### config.mk
export PLATFORM = sky130hd
export DESIGN_NAME = layer_collect_flat
export DESIGN_NICKNAME = d
export VERILOG_FILES = /design/src/rtl/layer_collect_if.sv /design/src/rtl/layer_collect.sv /design/src/flat_wrapper.sv
export SDC_FILE = /design/constraint.sdc
export NUM_CORES = 1
export LEC_CHECK = 0
export CAP_MARGIN = 5
export CORE_MARGIN = 1
export CORE_UTILIZATION = 40
export CTS_BUF_LIST = sky130_fd_sc_hd__clkbuf_2
export DETAILED_ROUTE_END_ITERATION = 10
export GPL_TIMING_DRIVEN = 0
export PLACE_DENSITY = 0.7
export SYNTH_ARGS = -nofsm -noshare
export SYNTH_HDL_FRONTEND = slang
export SYNTH_SLANG_ARGS = --single-unit
### constraint.sdc
create_clock -name clk -period 4.6 [get_ports clk]
set_input_delay 1.38 -clock clk [delete_from_list [all_inputs] [get_ports clk]]
set_output_delay 1.38 -clock clk [all_outputs]
set_load 0.05 [all_outputs]
### src/rtl/layer_collect_if.sv
`default_nettype none
// ============================================================================
//  Module   : layer_collect_if
//  Brief    : Neuron-result stream plus argmax-stage bus used by layer_collect.
//  Revision : 1.0 - initial release
// ============================================================================
interface layer_collect_if #(
    parameter int NEURON_NB = 10,
    parameter int WIDTH     = 8
);
    logic                        in_valid;
    logic                        in_ready;
    logic signed [2*WIDTH-1:0]   in_data;
    logic                        in_last;

    logic signed [2*WIDTH-1:0]   sel_data [0:NEURON_NB-1];
    logic                        sel_reset;
    logic                        sel_enable;
    logic                        sel_done;
    logic        [WIDTH-1:0]     sel_digit;

    // Slave is the collector; master is whoever feeds it and hosts the argmax.
    modport slave (
        input  in_valid, in_data, in_last, sel_done, sel_digit,
        output in_ready, sel_data, sel_reset, sel_enable
    );

    modport master (
        output in_valid, in_data, in_last, sel_done, sel_digit,
        input  in_ready, sel_data, sel_reset, sel_enable
    );
endinterface
`default_nettype wire

### src/rtl/layer_collect.sv
`default_nettype none
// ============================================================================
//  Module   : layer_collect
//  Brief    : Gathers one frame of last-layer neuron results, runs the argmax
//             stage over them and reports the winning digit.
//             Optional RUN watchdog: define LAYER_COLLECT_TIMEOUT_EN.
//  Revision : 1.0 - initial release
// ============================================================================
module layer_collect #(
    parameter int NEURON_NB = 10,
    parameter int WIDTH     = 8
) (
    input  wire logic             clk,
    input  wire logic             reset_n,
    layer_collect_if.slave        bus,
    output logic [WIDTH-1:0]      result,
    output logic                  frame_done,
    output logic                  err_short,
    output logic                  err_long
`ifdef LAYER_COLLECT_TIMEOUT_EN
    ,
    output logic                  err_timeout
`endif
);

    localparam int IDX_W = (NEURON_NB > 1) ? $clog2(NEURON_NB) : 1;
    localparam logic [IDX_W-1:0]         c_LAST_IDX = IDX_W'(NEURON_NB - 1);
    localparam logic signed [2*WIDTH-1:0] c_MOST_NEG = {1'b1, {(2*WIDTH-1){1'b0}}};

    localparam logic [1:0] c_ST_COLLECT = 2'd0;
    localparam logic [1:0] c_ST_ARM     = 2'd1;
    localparam logic [1:0] c_ST_RUN     = 2'd2;
    localparam logic [1:0] c_ST_REPORT  = 2'd3;

    logic [1:0]       r_state;
    logic [1:0]       w_next_state;
    logic [IDX_W-1:0] r_idx;
    logic [WIDTH-1:0] r_result;
    logic             r_err_short;
    logic             r_err_long;

    logic w_beat;
    logic w_at_end;
    logic w_close;
    logic w_short_fill;
    logic w_timeout;

    assign w_beat       = bus.in_valid && (r_state == c_ST_COLLECT);
    assign w_at_end     = (r_idx == c_LAST_IDX);
    assign w_close      = w_beat && (bus.in_last || w_at_end);
    assign w_short_fill = w_beat && bus.in_last && !w_at_end;

`ifdef LAYER_COLLECT_TIMEOUT_EN
    localparam int WD_W = $clog2(4 * NEURON_NB);
    localparam logic [WD_W-1:0] c_WDOG_LAST = WD_W'(4 * NEURON_NB - 1);

    logic [WD_W-1:0] r_wdog;
    logic            r_err_timeout;

    assign w_timeout = (r_state == c_ST_RUN) && (r_wdog == c_WDOG_LAST);

    // Counts cycles spent in RUN; restarts from zero every time RUN is entered.
    always_ff @(posedge clk) begin
        if (!reset_n) begin
            r_wdog        <= '0;
            r_err_timeout <= 1'b0;
        end else begin
            r_wdog <= (r_state == c_ST_RUN) ? r_wdog + 1'b1 : '0;
            if (w_timeout && !bus.sel_done)
                r_err_timeout <= 1'b1;
        end
    end

    assign err_timeout = r_err_timeout;
`else
    assign w_timeout = 1'b0;
`endif

    always_ff @(posedge clk) begin
        if (!reset_n)
            r_state <= c_ST_COLLECT;
        else
            r_state <= w_next_state;
    end

    always_comb begin
        w_next_state = r_state;
        case (r_state)
            c_ST_COLLECT: if (w_close) w_next_state = c_ST_ARM;
            c_ST_ARM:     w_next_state = c_ST_RUN;
            c_ST_RUN:     if (bus.sel_done || w_timeout) w_next_state = c_ST_REPORT;
            c_ST_REPORT:  w_next_state = c_ST_COLLECT;
            default:      w_next_state = c_ST_COLLECT;
        endcase
    end

    // in_ready is gated by reset so nothing looks acceptable while reset is held.
    always_comb begin
        bus.in_ready   = reset_n && (r_state == c_ST_COLLECT);
        bus.sel_reset  = (r_state == c_ST_ARM);
        bus.sel_enable = (r_state == c_ST_RUN);
        frame_done     = (r_state == c_ST_REPORT);
    end

    always_ff @(posedge clk) begin
        if (!reset_n) begin
            r_idx       <= '0;
            r_result    <= '0;
            r_err_short <= 1'b0;
            r_err_long  <= 1'b0;
        end else begin
            case (r_state)
                c_ST_COLLECT: begin
                    if (w_close) begin
                        if (w_short_fill)
                            r_err_short <= 1'b1;
                        if (!bus.in_last)
                            r_err_long <= 1'b1;
                    end else if (w_beat) begin
                        r_idx <= r_idx + 1'b1;
                    end
                end
                c_ST_RUN: begin
                    if (bus.sel_done)
                        r_result <= bus.sel_digit;
                    else if (w_timeout)
                        r_result <= '0;
                end
                c_ST_REPORT: r_idx <= '0;
                default: ;
            endcase
        end
    end

    // A short frame pads every entry after the closing beat with the most
    // negative value so padding can never win the argmax.
    for (genvar j = 0; j < NEURON_NB; j++) begin : g_buf
        localparam logic [IDX_W-1:0] c_ENTRY = IDX_W'(j);

        logic signed [2*WIDTH-1:0] r_entry;

        always_ff @(posedge clk) begin
            if (!reset_n)
                r_entry <= '0;
            else if (w_beat && (r_idx == c_ENTRY))
                r_entry <= bus.in_data;
            else if (w_short_fill && (int'(r_idx) < j))
                r_entry <= c_MOST_NEG;
        end

        assign bus.sel_data[j] = r_entry;
    end

    assign result    = r_result;
    assign err_short = r_err_short;
    assign err_long  = r_err_long;

endmodule
`default_nettype wire

### src/flat_wrapper.sv
// flat-port wrapper written by rule: the top's interface ports become plain ports
module layer_collect_flat 
#(
    parameter int NEURON_NB = 10,
    parameter int WIDTH     = 8
)
  (clk, reset_n, result, frame_done, err_short, err_long, bus_in_valid, bus_in_data, bus_in_last, bus_sel_done, bus_sel_digit, bus_in_ready, bus_sel_data, bus_sel_reset, bus_sel_enable);
  layer_collect_if #(.NEURON_NB(NEURON_NB), .WIDTH(WIDTH)) bus_i ();
  input  wire logic clk;
  input  wire logic reset_n;
  output logic [WIDTH-1:0] result;
  output logic frame_done;
  output logic err_short;
  output logic err_long;
  input wire logic [$bits(bus_i.in_valid)-1:0] bus_in_valid;
  input wire logic [$bits(bus_i.in_data)-1:0] bus_in_data;
  input wire logic [$bits(bus_i.in_last)-1:0] bus_in_last;
  input wire logic [$bits(bus_i.sel_done)-1:0] bus_sel_done;
  input wire logic [$bits(bus_i.sel_digit)-1:0] bus_sel_digit;
  output wire logic [$bits(bus_i.in_ready)-1:0] bus_in_ready;
  output wire logic [$bits(bus_i.sel_data)-1:0] bus_sel_data;
  output wire logic [$bits(bus_i.sel_reset)-1:0] bus_sel_reset;
  output wire logic [$bits(bus_i.sel_enable)-1:0] bus_sel_enable;
  assign bus_i.in_valid = bus_in_valid;
  assign bus_i.in_data = bus_in_data;
  assign bus_i.in_last = bus_in_last;
  assign bus_i.sel_done = bus_sel_done;
  assign bus_i.sel_digit = bus_sel_digit;
  assign bus_in_ready = bus_i.in_ready;
  assign bus_sel_data = {>>{bus_i.sel_data}};
  assign bus_sel_reset = bus_i.sel_reset;
  assign bus_sel_enable = bus_i.sel_enable;
  layer_collect #(.NEURON_NB(NEURON_NB), .WIDTH(WIDTH)) u_core (.clk(clk), .reset_n(reset_n), .bus(bus_i), .result(result), .frame_done(frame_done), .err_short(err_short), .err_long(err_long));
endmodule
==> flow_summary.yaml, run 1 <==
sta:
  setup_viol: 0
  hold_viol: 0
  worst_pin_slew_ns: 0.5977
  fmax_mhz: 226.0
  finalCritPeriodShare: 0.9620
  setup_tns_ns: 0
  min_period_ns: 4.425
  clock_skew_ns: 0.03696
  setup_slack_ns: 0.1749
  max_slew_margin: 0.5901
  rsz0062_at_grt: "no"
  slew_violations: 0
clock_network:
  insertion_delay_ns: 0.76
  clkSlewWorstSetupHoldPaths_ns: 0.24
  cts_buffers: 17
  ctsResizeCount: 0
  tritoncts: "yes"
  post_cts_buffers: 0
  clock_path_buffers: 2
  cts_hold_buf: 0
  clock_sink_count: 176
  root_buffer: "clkbuf_2"
  htreeDepth: 4
grt:
  grt_overflow: 0
  grt_pass1_wl_mm: 33.09
  grt_usage: 0.2481
  grt_pass1_vias: 5727
  antenna_found_initial: 0
  grt_max_degree: 20
route:
  routedWlPerCell_um: 18.75
  drt_first_pass_iters: 5
  wl_mm: 21.43
  via_per_inst: 5.375
  num_vias: 6144
  first_iter_violations: 355
  detail-route-antenna-nets: 0
  drc: 0
yosys:
  netlist.area_leader.share: 0.5246
  syn_nets: 732
  synthFlopType: "dfxtp_1"
  synth_area_leaders: "dfxtp_1, nand2_1, o22ai_1"
  ys_ff_latch: 176
  synth.cell_area_sq_um: 6716
  synth_area_leader_cell: "dfxtp_1"
  netlist_top_cells_count: "dfxtp_1, nand2_1, o22ai_1, nand3_1, a21boi_0"
  synth.distinct_cells: 51
  syn_avg_cell_area_sq_um: 9.664
  ys_seq_area_frac: 0.5246
  synth_edf_count: 0
  synth_most_common_cell: "dfxtp_1"
  async_flop_share: 0
  yosys_warnings: 0
  postSynthCellCount: 695
die:
  die_h_um: 131.6
  die-area_sq_um: 17310
  num_rows: 47
  die_width_um: 131.6
  io-pin-count: 203
  core_area_sq_um: 16470
  initial_core_util: 0.4079
place:
  placed_area_sq_um: 8964
  dp_slack_ns: -0.1725
  io_buffers: 197
  dpl.hpwl_mm: 15.26
  place.gp.congestion: 0.8342
layout:
  drive_gt1_frac: 0.08992
  final_cell_area_sq_um: 9226
  area_growth_pct: 37.37
  layout.nets: 947
  num_antenna_cells: 0
  fillCellCount: 1505
run:
  maxCapViolations: 0
worst_setup_path:
  cp_max_fo: 19
  path_class: "in -> out"
  start_kind: "input port"
  cp_data_arrival_time_ns: 3.05
  critical_path.cell_chain: "clkbuf_1 -> buf_2 -> and2_1 -> clkdlybuf4s50_1"
  crit_path_end_kind: "output port"
  slowest_stage: "clkdlybuf4s50_1"
  max_stage_delay_ns: 0.80
  cp.required_ns: 3.22
status:
  status: "finished, final reports clean"
min_path:
  hold_path.class: "reg -> reg"
power_and_ir_drop:
  peakVddDrop_uv: 292.2
  powerDensity_nw_per_um2: 420.9
  leakagePower_nw: 3.351
## report_power, final
| part | internal [mW] | switching (mW) |
|---|---|---|
| Combinational | 0.424 | 0.876 |
| Clock | 0.314 | 0.567 |
| Sequential | 1.63 | 0.0716 |
## sequential cells by signal, indices dropped and copies added, names as in the netlist
name	cells
u_core.err_long	1
u_core.g_buf.r_entry	160
u_core.result	8
u_core.err_short	1
u_core.r_idx	4
u_core.r_state	2
## layout make-up
type                       instances  area [sq um]  area share
sequential                       176          3523      0.3819
multi-input combinational        452          2861      0.3101
timing repair buffer             197          1972      0.2137
buffer                            59         301.5     0.03268
tap                              220         275.3     0.02983
clock inverter                    15         181.4     0.01966
clock buffer                      17         85.08    0.009222
inverter                           7         26.28    0.002848
## metrics by stage
stage                     hold WS, ns  instances    util  total power [mW]
after global placement         0.4402       1112  0.5444             3.017
after global routing           0.4979       1143  0.5603             4.054
after CTS                      0.4789       1143  0.5603             3.888
after detailed placement       0.4486       1112  0.5444             3.021
final                          0.4777       1143  0.5603             3.883
after floorplan                0.4677        695       -             2.615
## worst paths after layout
check             cells past startpoint                       start  slack (ns)                           to
setup / recovery                      4                     reset_n        0.17                 bus_in_ready
hold / removal                        2  u_core.g_buf[0].r_entry[9]        0.48   u_core.g_buf[0].r_entry[9]
setup reg to reg                      6             u_core.r_idx[0]        2.50  u_core.g_buf[4].r_entry[13]
hold reg to reg                       2  u_core.g_buf[0].r_entry[9]        0.48   u_core.g_buf[0].r_entry[9]
## kinds of logic after synthesis
| family | Yosys count | synth area share |
|---|---|---|
| buffers and inverters | 67 | 0.04937 |
| AO/OA/AOI/OAI | 185 | 0.1984 |
| flip-flops | 176 | 0.5246 |
| adder cells (fa/ha/maj) | 8 | 0.01490 |
| AND/OR/NAND/NOR | 223 | 0.1591 |
| multiplexers | 36 | 0.05365 |
## per-layer routing
| layer | vias to the layer above | global-route usage | wire (um) |
|---|---|---|---|
| met5 | - | 0 | 0 |
| met4 | 0 | 0.05943 | 271 |
| met3 | 22 | 0.06674 | 1654 |
| met2 | 251 | 0.3804 | 9558 |
| met1 | 2934 | 0.3448 | 9945 |
| li1 | 2937 | - | - |
## critical path: cells and delay by family
family	cells	cell delay [ns]
buf+inv	3	1.47
simple gates	1	0.19
## placed cells by master (no fill, tap or decap), types with 8 or more instances in the layout
master           synthesis  routed
dfxtp_1                176     176
o211ai_1                16      16
clkbuf_2                 0      17
buf_2                   16      16
mux2i_1                 36      36
a22o_1                  15      15
o22ai_1                 75      75
a21boi_0                37      37
ha_1                     8       8
nand2_1                127     127
buf_4                   14      14
nand3_1                 58      58
clkbuf_1                26      25
o221a_2                  8       8
o21ai_0                 16      16
clkdlybuf4s50_1          0     197
No activity file was read; power rests on OpenSTA's default activity.
==> run 2: changes to the inputs <==
--- a/config.mk
+++ b/config.mk
@@ -15,3 +15,4 @@
 export SYNTH_ARGS = -nofsm -noshare
 export SYNTH_HDL_FRONTEND = slang
 export SYNTH_SLANG_ARGS = --single-unit
+export TNS_END_PERCENT = 50
==> results of run 2 <==
The final DEF is identical to that of run 1; final timing and power are the same.
==> run 3: changes to the inputs <==
--- a/config.mk
+++ b/config.mk
@@ -9,6 +9,7 @@
 export CORE_MARGIN = 1
 export CORE_UTILIZATION = 40
 export CTS_BUF_LIST = sky130_fd_sc_hd__clkbuf_2
+export CTS_CLUSTER_SIZE = 14
 export DETAILED_ROUTE_END_ITERATION = 10
 export GPL_TIMING_DRIVEN = 0
 export PLACE_DENSITY = 0.7
==> constraint.sdc (replaced) <==
create_clock -name clk -period 4.9 [get_ports clk]
set_input_delay 1.47 -clock clk [delete_from_list [all_inputs] [get_ports clk]]
set_output_delay 1.47 -clock clk [all_outputs]
set_load 0.05 [all_outputs]
==> results of run 3 <==
Same layout as run 1 (identical final DEF). Status: finished, final reports clean.
Among the figures that moved: setup slack after placement -0.1725 ns -> -0.05255 ns; setup slack after layout 0.1749 ns -> 0.2949 ns; register-to-register setup slack 2.50 ns -> 2.80 ns; total power 3.883 mW -> 3.645 mW; worst IR drop on VDD 292.2 uV -> 274.3 uV
